===== src/rtl/fpr_file_sb.sv =====
// FP register file: two registered read ports, one write port,
// write-through bypass and a per-register busy scoreboard.
module fpr_file_sb #(
  parameter int DATA_W   = 32,
  parameter int ADDR_W   = 5,
  parameter int ZERO_REG = 0
) (
  input  logic              clk,
  input  logic              reset,
  input  logic [ADDR_W-1:0] rs,
  input  logic [ADDR_W-1:0] rt,
  input  logic [ADDR_W-1:0] rd,
  input  logic              rdst,
  input  logic              reg_wr,
  input  logic [DATA_W-1:0] busW,
  input  logic              iss_valid,
  input  logic [ADDR_W-1:0] iss_addr,
  output logic [DATA_W-1:0] busA,
  output logic [DATA_W-1:0] busB,
  output logic              busy_a,
  output logic              busy_b,
  output logic              stall,
  output logic [ADDR_W:0]   n_busy
);
  localparam int DEPTH = 2**ADDR_W;
  localparam bit ZR    = (ZERO_REG != 0);

  logic [DATA_W-1:0] mem_q [DEPTH];
  logic [DEPTH-1:0]  busy_q, busy_d;
  logic [ADDR_W:0]   cnt_q, cnt_d;
  logic [DATA_W-1:0] a_q, a_d, b_q, b_d;
  logic              ba_q, ba_d, bb_q, bb_d;

  logic [ADDR_W-1:0] wa;
  logic              wr_en, is_en, inc, dec;

  assign wa    = rdst ? rd : rt;
  assign wr_en = reg_wr && !(ZR && wa == '0);
  assign is_en = iss_valid && !(ZR && iss_addr == '0);

  // Issue wins over a same-address write, so no decrement then.
  assign inc = is_en && !busy_q[iss_addr];
  assign dec = wr_en && busy_q[wa] && !(is_en && iss_addr == wa);

  always_comb begin
    busy_d = busy_q;
    if (wr_en) busy_d[wa] = 1'b0;
    if (is_en) busy_d[iss_addr] = 1'b1;

    cnt_d = cnt_q + {{ADDR_W{1'b0}}, inc}
                  - {{ADDR_W{1'b0}}, dec};

    a_d  = (wr_en && wa == rs) ? busW : mem_q[rs];
    ba_d = busy_d[rs];
    if (ZR && rs == '0) begin
      a_d  = '0;
      ba_d = 1'b0;
    end

    b_d  = (wr_en && wa == rt) ? busW : mem_q[rt];
    bb_d = busy_d[rt];
    if (ZR && rt == '0) begin
      b_d  = '0;
      bb_d = 1'b0;
    end
  end

  always_ff @(posedge clk) begin
    if (reset) begin
      for (int i = 0; i < DEPTH; i++) mem_q[i] <= '0;
      busy_q <= '0;
      cnt_q  <= '0;
      a_q    <= '0;
      b_q    <= '0;
      ba_q   <= 1'b0;
      bb_q   <= 1'b0;
    end else begin
      if (wr_en) mem_q[wa] <= busW;
      busy_q <= busy_d;
      cnt_q  <= cnt_d;
      a_q    <= a_d;
      b_q    <= b_d;
      ba_q   <= ba_d;
      bb_q   <= bb_d;
    end
  end

  assign busA   = a_q;
  assign busB   = b_q;
  assign busy_a = ba_q;
  assign busy_b = bb_q;
  assign stall  = ba_q | bb_q;
  assign n_busy = cnt_q;

endmodule


===== config.mk =====
export PLATFORM = sky130hd
export DESIGN_NAME = fpr_file_sb
export DESIGN_NICKNAME = d
export VERILOG_FILES = /design/src/rtl/fpr_file_sb.sv
export SDC_FILE = /design/constraint.sdc
export NUM_CORES = 2
export LEC_CHECK = 0
export ABC_AREA = 0
export BUFFER_PORTS_ARGS = -buffer_cell sky130_fd_sc_hd__buf_2
export CORE_ASPECT_RATIO = 1.4
export CORE_MARGIN = 2
export CORE_UTILIZATION = 44
export CTS_CLUSTER_DIAMETER = 100
export DETAILED_ROUTE_END_ITERATION = 12
export HOLD_SLACK_MARGIN = 0.1
export PLACE_DENSITY = 0.56
export SYNTH_ARGS = -nofsm -noshare
export SYNTH_HDL_FRONTEND = slang
export SYNTH_SLANG_ARGS = --single-unit

===== constraint.sdc =====
create_clock -name clk -period 4.6 [get_ports clk]
set_clock_uncertainty 0.15 [all_clocks]
set_input_delay 0.46 -clock clk [delete_from_list [all_inputs] [get_ports clk]]
set_output_delay 0.46 -clock clk [all_outputs]
set_load 0.005 [all_outputs]

* After elaboration in Yosys (flattened, before gate mapping)
Memories as Yosys holds them, arrays and structs flattened. A register that Yosys moved wholly into a read port is not among the register bits.
Cells that the tools add are included.
** Operators by class
- Add/sub/neg operators :: 2
- Mux-type cells :: 23
- Magnitude comparators :: 6
- Multiply operators :: 0
- Eq/ne operators :: 1
- Div/mod/pow operators :: 0
- Bitwise gates (word level) :: 4
- Reductions and logical operators :: 9
- Shifts and indexed selects :: 0
** Operator list (count)
- 32-bit 2-to-1 mux :: 3
- 32-bit AND :: 1
- 32-bit NOT :: 1
- 32-bit bitwise OR :: 1
- 32-bit OR reduction :: 1
- 5-bit by 6-bit less-than comparator with 1-bit output, second input constant :: 4
- 1-bit binary-select mux with 5-bit select :: 4
- 1-bit 2-to-1 mux :: 12
- 1-bit demux with 5-bit select :: 2
- 5-bit by 1-bit >= comparator with 1-bit output, second input constant :: 2
- 5-bit 2-to-1 mux :: 2
- 6-bit by 1-bit adder with 6-bit output :: 1
- 1-bit logical AND :: 6
- 6-bit by 1-bit subtractor with 6-bit output :: 1
- 5-bit == test :: 1
- 1-bit logical NOT :: 2
- 1-bit bitwise OR :: 1
** Storage, ports and cells
- Memories :: 1
- Output and inout bits :: 73
- Flip-flop bits (word level) :: 40
- Input port bits :: 57
- Logic and storage cells :: 50
- Bits in latches :: 0
- Memory bits (writable) :: 1024
- Bits in read-only memories :: 0
** Memories
- mem_q :: depth 32, bits a word 32, read ports 2, clocked after memory_dff 2, wr ports 32, line 28 : logic [DATA_W-1:0] mem_q [DEPTH];

* Longest topological paths before layout
- Word-level depth :: 12
- Depth in mapped cells :: 19
- Gate-level depth less buffers :: 15

* Least setup slack after synthesis
Ideal clock, no wire load.
- Path type :: input port to flip-flop
- Start :: input port rt[0]
- End :: register cnt_q[4], in the netlist n_busy[4]
- Setup time :: 0.128 ns
- Required time :: 4.322 ns
- Arrival :: 3.292 ns
- Cell stages on the path :: 19
- Path slack :: 1.030 ns
- Path buffers :: 4
- Cells stage by stage :: buf_2 -> buf_4 -> buf_4 -> mux2i_4 -> buf_4 -> mux4_2 -> nor2_1 -> a311o_1 -> nor4_1 -> ha_1 -> inv_1 -> ha_1 -> inv_1 -> fa_1 -> inv_1 -> a21o_1 -> a21oi_1 -> xor2_1 -> nor2_1
** Between the ends
- Longest elaborated chain between the ends :: 6
- Elaborated cells on any way between the ends :: 9
- Those cells by class :: add/sub: 1; eq/ne: 1; mux: 3; reduce/logical: 4
** RTL lines
- from (decl) :: line 11 : input logic [ADDR_W-1:0] rt,
- 5-bit 2-to-1 mux (*) :: line 37 : assign wa = rdst ? rd : rt;
- 1-bit binary-select mux with 5-bit select / 5-bit == test (equally long branches) :: line 43 : assign dec = wr_en && busy_q[wa] && !(is_en && iss_addr == wa);
- 1-bit 2-to-1 mux (not written as such) / 1-bit logical AND (equally long branches) :: line 43
- 1-bit logical AND / 1-bit logical NOT (equally long branches) :: line 43
- 1-bit logical AND (*) :: line 43
- 6-bit by 1-bit subtractor with 6-bit output (*) :: line 51 : - {{ADDR_W{1'b0}}, dec};
- to (signal assigned) :: line 80 : cnt_q <= cnt_d;
- to (decl) :: line 30 : logic [ADDR_W:0] cnt_q, cnt_d;
Every way passes the cells marked *; elsewhere a longest branch is shown, timed or not. The select of a mux whose other input is x is not followed.
A chain may end at the register's enable or synchronous reset.

* Worst setup path after layout
- Start :: input port rdst
- End :: register cnt_q[5], in the netlist n_busy[5]
** Between the ends
- Longest elaborated chain between the ends :: 6
- Elaborated cells on any way between the ends :: 9
- Those cells by class :: add/sub: 1; eq/ne: 1; mux: 3; reduce/logical: 4
** RTL lines
- from (decl) :: line 13 : input logic rdst,
- 5-bit 2-to-1 mux (*) :: line 37
- 1-bit binary-select mux with 5-bit select / 5-bit == test (equally long branches) :: line 43
- 1-bit 2-to-1 mux (not written as such) / 1-bit logical AND (equally long branches) :: line 43
- 1-bit logical AND / 1-bit logical NOT (equally long branches) :: line 43
- 1-bit logical AND (*) :: line 43
- 6-bit by 1-bit subtractor with 6-bit output (*) :: line 51
Marks and branches as above.

==> reports/qor.json <==
{
  "worst_hold_path": {
    "min-delay-path-class": "primary input to flop",
    "hold-path-cell-count": 3,
    "hold_end": "busB[28]",
    "hold_start": "busW[28]"
  },
  "finish": {
    "mostFrequentLayoutCell": "and2_1",
    "final_net_count": 3852,
    "syn2layout_area_growth_pct": 12.1,
    "finalInstanceArea_sq_um": 67000,
    "share_of_cells_above_drive_strength_1_pct": 31.0,
    "nFillCells": 11400,
    "final_cell_mix": "and2_1, edfxtp_1, mux4_2, nor2_1, buf_2"
  },
  "run_status": {
    "run_status": "completed"
  },
  "clock_network": {
    "worst_skew_pair.late_latency_ns": 0.76,
    "clock-root-buffer": "clkbuf_16",
    "tritoncts": "done",
    "clkSlewWorstSetupHoldPaths_ns": 0.06,
    "cts-htree-levels": 3,
    "clockBufferDepth": 3,
    "postCtsResizedCells": 0,
    "postCtsHoldBufs": 23,
    "clock_sinks": 1128,
    "cts.repair_timing.setup_buffer_count": 0,
    "cts_made_buffers": 113
  },
  "setup_path": {
    "cp-start-kind": "primary input",
    "reg2regPathDepth": 13,
    "critical_path_class": "primary input to flop",
    "timing.critical_path.arrival_ns": 3.78,
    "required_ns": 5.05,
    "critical_path.slowest_cell": "buf_4",
    "critical_path.reg2reg.startpoint": "busy_q[3]",
    "timing.reg2reg.setup_slack_ns": 1.35,
    "crit_path_cell_trace": "buf_2 > buf_4 > and4bb_4 > nor2_1 > o22ai_1 > a311o_1 > nor4_1 > ha_1 > inv_1 > ha_1 > a21o_1 > a21oi_1 > o21bai_1 > a21oi_1 > xnor2_1 > nor2_1",
    "crit_buf_inv": 3,
    "worst_path_largest_cell_delay_ns": 0.37,
    "critPathMaxFanout": 28,
    "critical_path.endpoint_type": "flop",
    "cpLargestDelayFamily": "compound AO/OA/AOI/OAI gates",
    "r2r_end": "n_busy[5]"
  },
  "placement": {
    "globalplace.congestion": 0.914,
    "hpwl_microns": 120000,
    "place.port_buffers": 129,
    "dpl_cell_area_sq_um": 63000
  },
  "sta": {
    "maxClockFrequency_mhz": 300,
    "fin_tns_setup_ns": 0,
    "timing.final.hold_violations": 0,
    "maxSlewHeadroom_pct": 17.8,
    "setup_repair_after_global_routing_missed_its_margin": "no",
    "drv_slew": 0,
    "period_needed_ns": 3.33,
    "tightest_slew_ns": 1.23,
    "setup_viol": 0,
    "finalCritPeriodShare_pct": 72.5
  },
  "power": {
    "p_clk_share_pct": 38.7,
    "ir_drop_uv": 319,
    "p_sw_w": 0.00619,
    "switching_share_pct": 24.8,
    "power_per_cell_area_nw_per_um2": 373,
    "logic_pwr_share_pct": 12.8,
    "power.share.sequential_pct": 48.4,
    "power_report.internal_total_w": 0.0188,
    "power_leakage_nw": 22.9
  },
  "synthesis": {
    "post_synth_xor_area_fraction_pct": 0.293,
    "synth_cells": 3775,
    "synth_top_family_by_area": "multiplexers",
    "postSynthRegisterBits": 1128,
    "seq_area_frac_synth_pct": 54.9,
    "synth_enable_flop_cells": 1024,
    "synth-warning-count": 0,
    "synth.area.mux_share_pct": 26.3,
    "ys_types": 67,
    "synth_simple_gate_area_share_pct": 13.3,
    "synth.cell_area_sq_um": 59800,
    "avgSynthCellArea_sq_um": 15.8,
    "syn-num-nets": 3839,
    "synthFlopType": "edfxtp_1",
    "asyncSetResetFlopFracSynth_pct": 0,
    "synth_compound_area_share_pct": 2.09,
    "synth_fa_ha_area_share_pct": 0.159
  },
  "floorplan": {
    "floorplan.io_pins": 130,
    "design.die.area_sq_um": 139000,
    "die_x_microns": 316,
    "rows": 160,
    "core-area_sq_um": 135000,
    "floorplan.die.height_microns": 440,
    "floorplan.initialDensity_pct": 44.2
  },
  "drt": {
    "drt.antenna.violating_nets": 0,
    "finalWirelength_microns": 207000,
    "routedWlPerCell_microns": 36.4,
    "first_drt_pass_iteration_count": 6,
    "vias": 36100,
    "dr.first_iter.drc_count": 3814,
    "detail_route.drc_violations": 0,
    "avgViaCountPerCell": 6.36
  },
  "global_route": {
    "grt_overflow": 0,
    "first_global_vias": 37300,
    "global_route_wire_length_before_repair_microns": 290000,
    "grt_use_total_pct": 30.2,
    "largest_net_degree_at_the_start_of_global_routing": 129,
    "number_of_antenna_violations_at_the_first_check_in_global_routing": 16
  },
  "run": {
    "maxCapViolations": 0
  }
}
## layer usage
metal / vias up / wire length (microns) / track usage, %
li1: 14700 / - / -
met4: 4 / 10600 / 13.9
met3: 455 / 13800 / 4.18
met2: 1686 / 106000 / 51.9
met1: 19300 / 76400 / 38.0
met5: - / 24 / 0
## registers in the layout, indices dropped and copies added (netlist names)
| name | cells |
|---|---|
| mem_q | 1024 |
| busA | 32 |
| busB | 32 |
| busy_q | 32 |
| n_busy | 6 |
| busy_a | 1 |
| busy_b | 1 |
## worst reg2reg max path, stage by stage, from the launching register on
cell and delay, ns:
dfxtp_1 0.52, mux4_2 0.29, nor2_1 0.04, a311o_1 0.28
nor4_1 0.34, ha_1 0.27, inv_1 0.05, ha_1 0.27
a21o_1 0.16, a21oi_1 0.21, o21bai_1 0.09, a21oi_1 0.20
xnor2_1 0.17, nor2_1 0.06
## per-stage QoR
step                      utilization (%)  worst slack [ns]  cells  power [W]  hold slack, ns
after floorplan                         -              1.03   3775     0.0142           0.369
after global placement               46.5             0.601   5432     0.0155           0.474
after detailed placement             46.5             0.614   5432     0.0155           0.446
after CTS                            49.5              1.36   5668     0.0251           0.106
after global routing                 49.5              1.09   5668     0.0257           0.168
final                                49.5              1.27   5672     0.0250           0.140
## area by class of cell
| type | instances | area [sq um] | share of cell area [%] |
|---|---|---|---|
| sequential | 1128 | 32800 | 49.0 |
| antenna | 4 | 10.0 | 0.0149 |
| tap | 1782 | 2230 | 3.33 |
| timing repair buffer | 303 | 2590 | 3.87 |
| clock inverter | 57 | 654 | 0.977 |
| clock buffer | 156 | 3130 | 4.68 |
| inverter | 10 | 37.5 | 0.0560 |
| multi-input combinational | 2232 | 25500 | 38.1 |
## kinds of logic after synthesis
logic type               count (synthesis)
multiplexers                           740
AO/OA/AOI/OAI                          166
AND/OR/NAND/NOR                       1299
flip-flops                            1128
adder cells (fa/ha/maj)                  7
XOR/XNOR                                20
buffers and inverters                  415
## worst max path at each step
stage / cells after the start / slack [ns] / endpoint / from
4_1_cts: 7 / 1.36 / mem_q[20][27] / reset
5_1_grt: 16 / 1.09 / n_busy[5] / rdst
3_5_place_dp: 17 / 0.61 / n_busy[4] / rdst
6_report: 16 / 1.27 / n_busy[5] / rdst
2_1_floorplan: 19 / 1.03 / n_busy[4] / rt[0]
3_3_place_gp: 16 / 0.60 / n_busy[4] / rdst
## cells in the mapped netlist, types with 4 or more instances
| cell | count | area (sq um) |
|---|---|---|
| a21oi_1 | 7 | 35.0 |
| buf_6 | 8 | 90.1 |
| a211oi_2 | 12 | 150 |
| o22ai_1 | 34 | 213 |
| and2_1 | 1026 | 6420 |
| buf_2 | 93 | 465 |
| a22oi_1 | 32 | 240 |
| a211oi_1 | 54 | 405 |
| nor3b_1 | 5 | 37.5 |
| dfxtp_1 | 104 | 2080 |
| nand2b_1 | 31 | 194 |
| xnor2_1 | 13 | 114 |
| mux4_2 | 663 | 14900 |
| mux2i_1 | 75 | 751 |
| o21ai_0 | 5 | 25.0 |
| nor2b_1 | 4 | 25.0 |
| nor2_1 | 150 | 563 |
| clkbuf_1 | 276 | 1040 |
| nand3_1 | 7 | 35.0 |
| buf_1 | 18 | 67.6 |
| ha_1 | 6 | 75.1 |
| and4bb_1 | 4 | 50.1 |
| nor4b_4 | 4 | 95.1 |
| and4b_1 | 6 | 60.1 |
| xor2_1 | 7 | 61.3 |
| or2b_1 | 6 | 45.0 |
| nor3_1 | 13 | 65.1 |
| buf_4 | 7 | 52.6 |
| nand2_1 | 13 | 48.8 |
| inv_1 | 10 | 37.5 |
| edfxtp_1 | 1024 | 30700 |
## power by group through the flow
stage	registers [W]	clock network (W)	logic, W
5_1_grt	0.0122	0.0102	0.00335
4_1_cts	0.0121	0.00979	0.00322
3_5_place_dp	0.0123	0	0.00319
3_3_place_gp	0.0123	0	0.00319
2_1_floorplan	0.0122	0	0.00204
6_report	0.0121	0.00968	0.00321
Power figures use the tool's default switching activity.
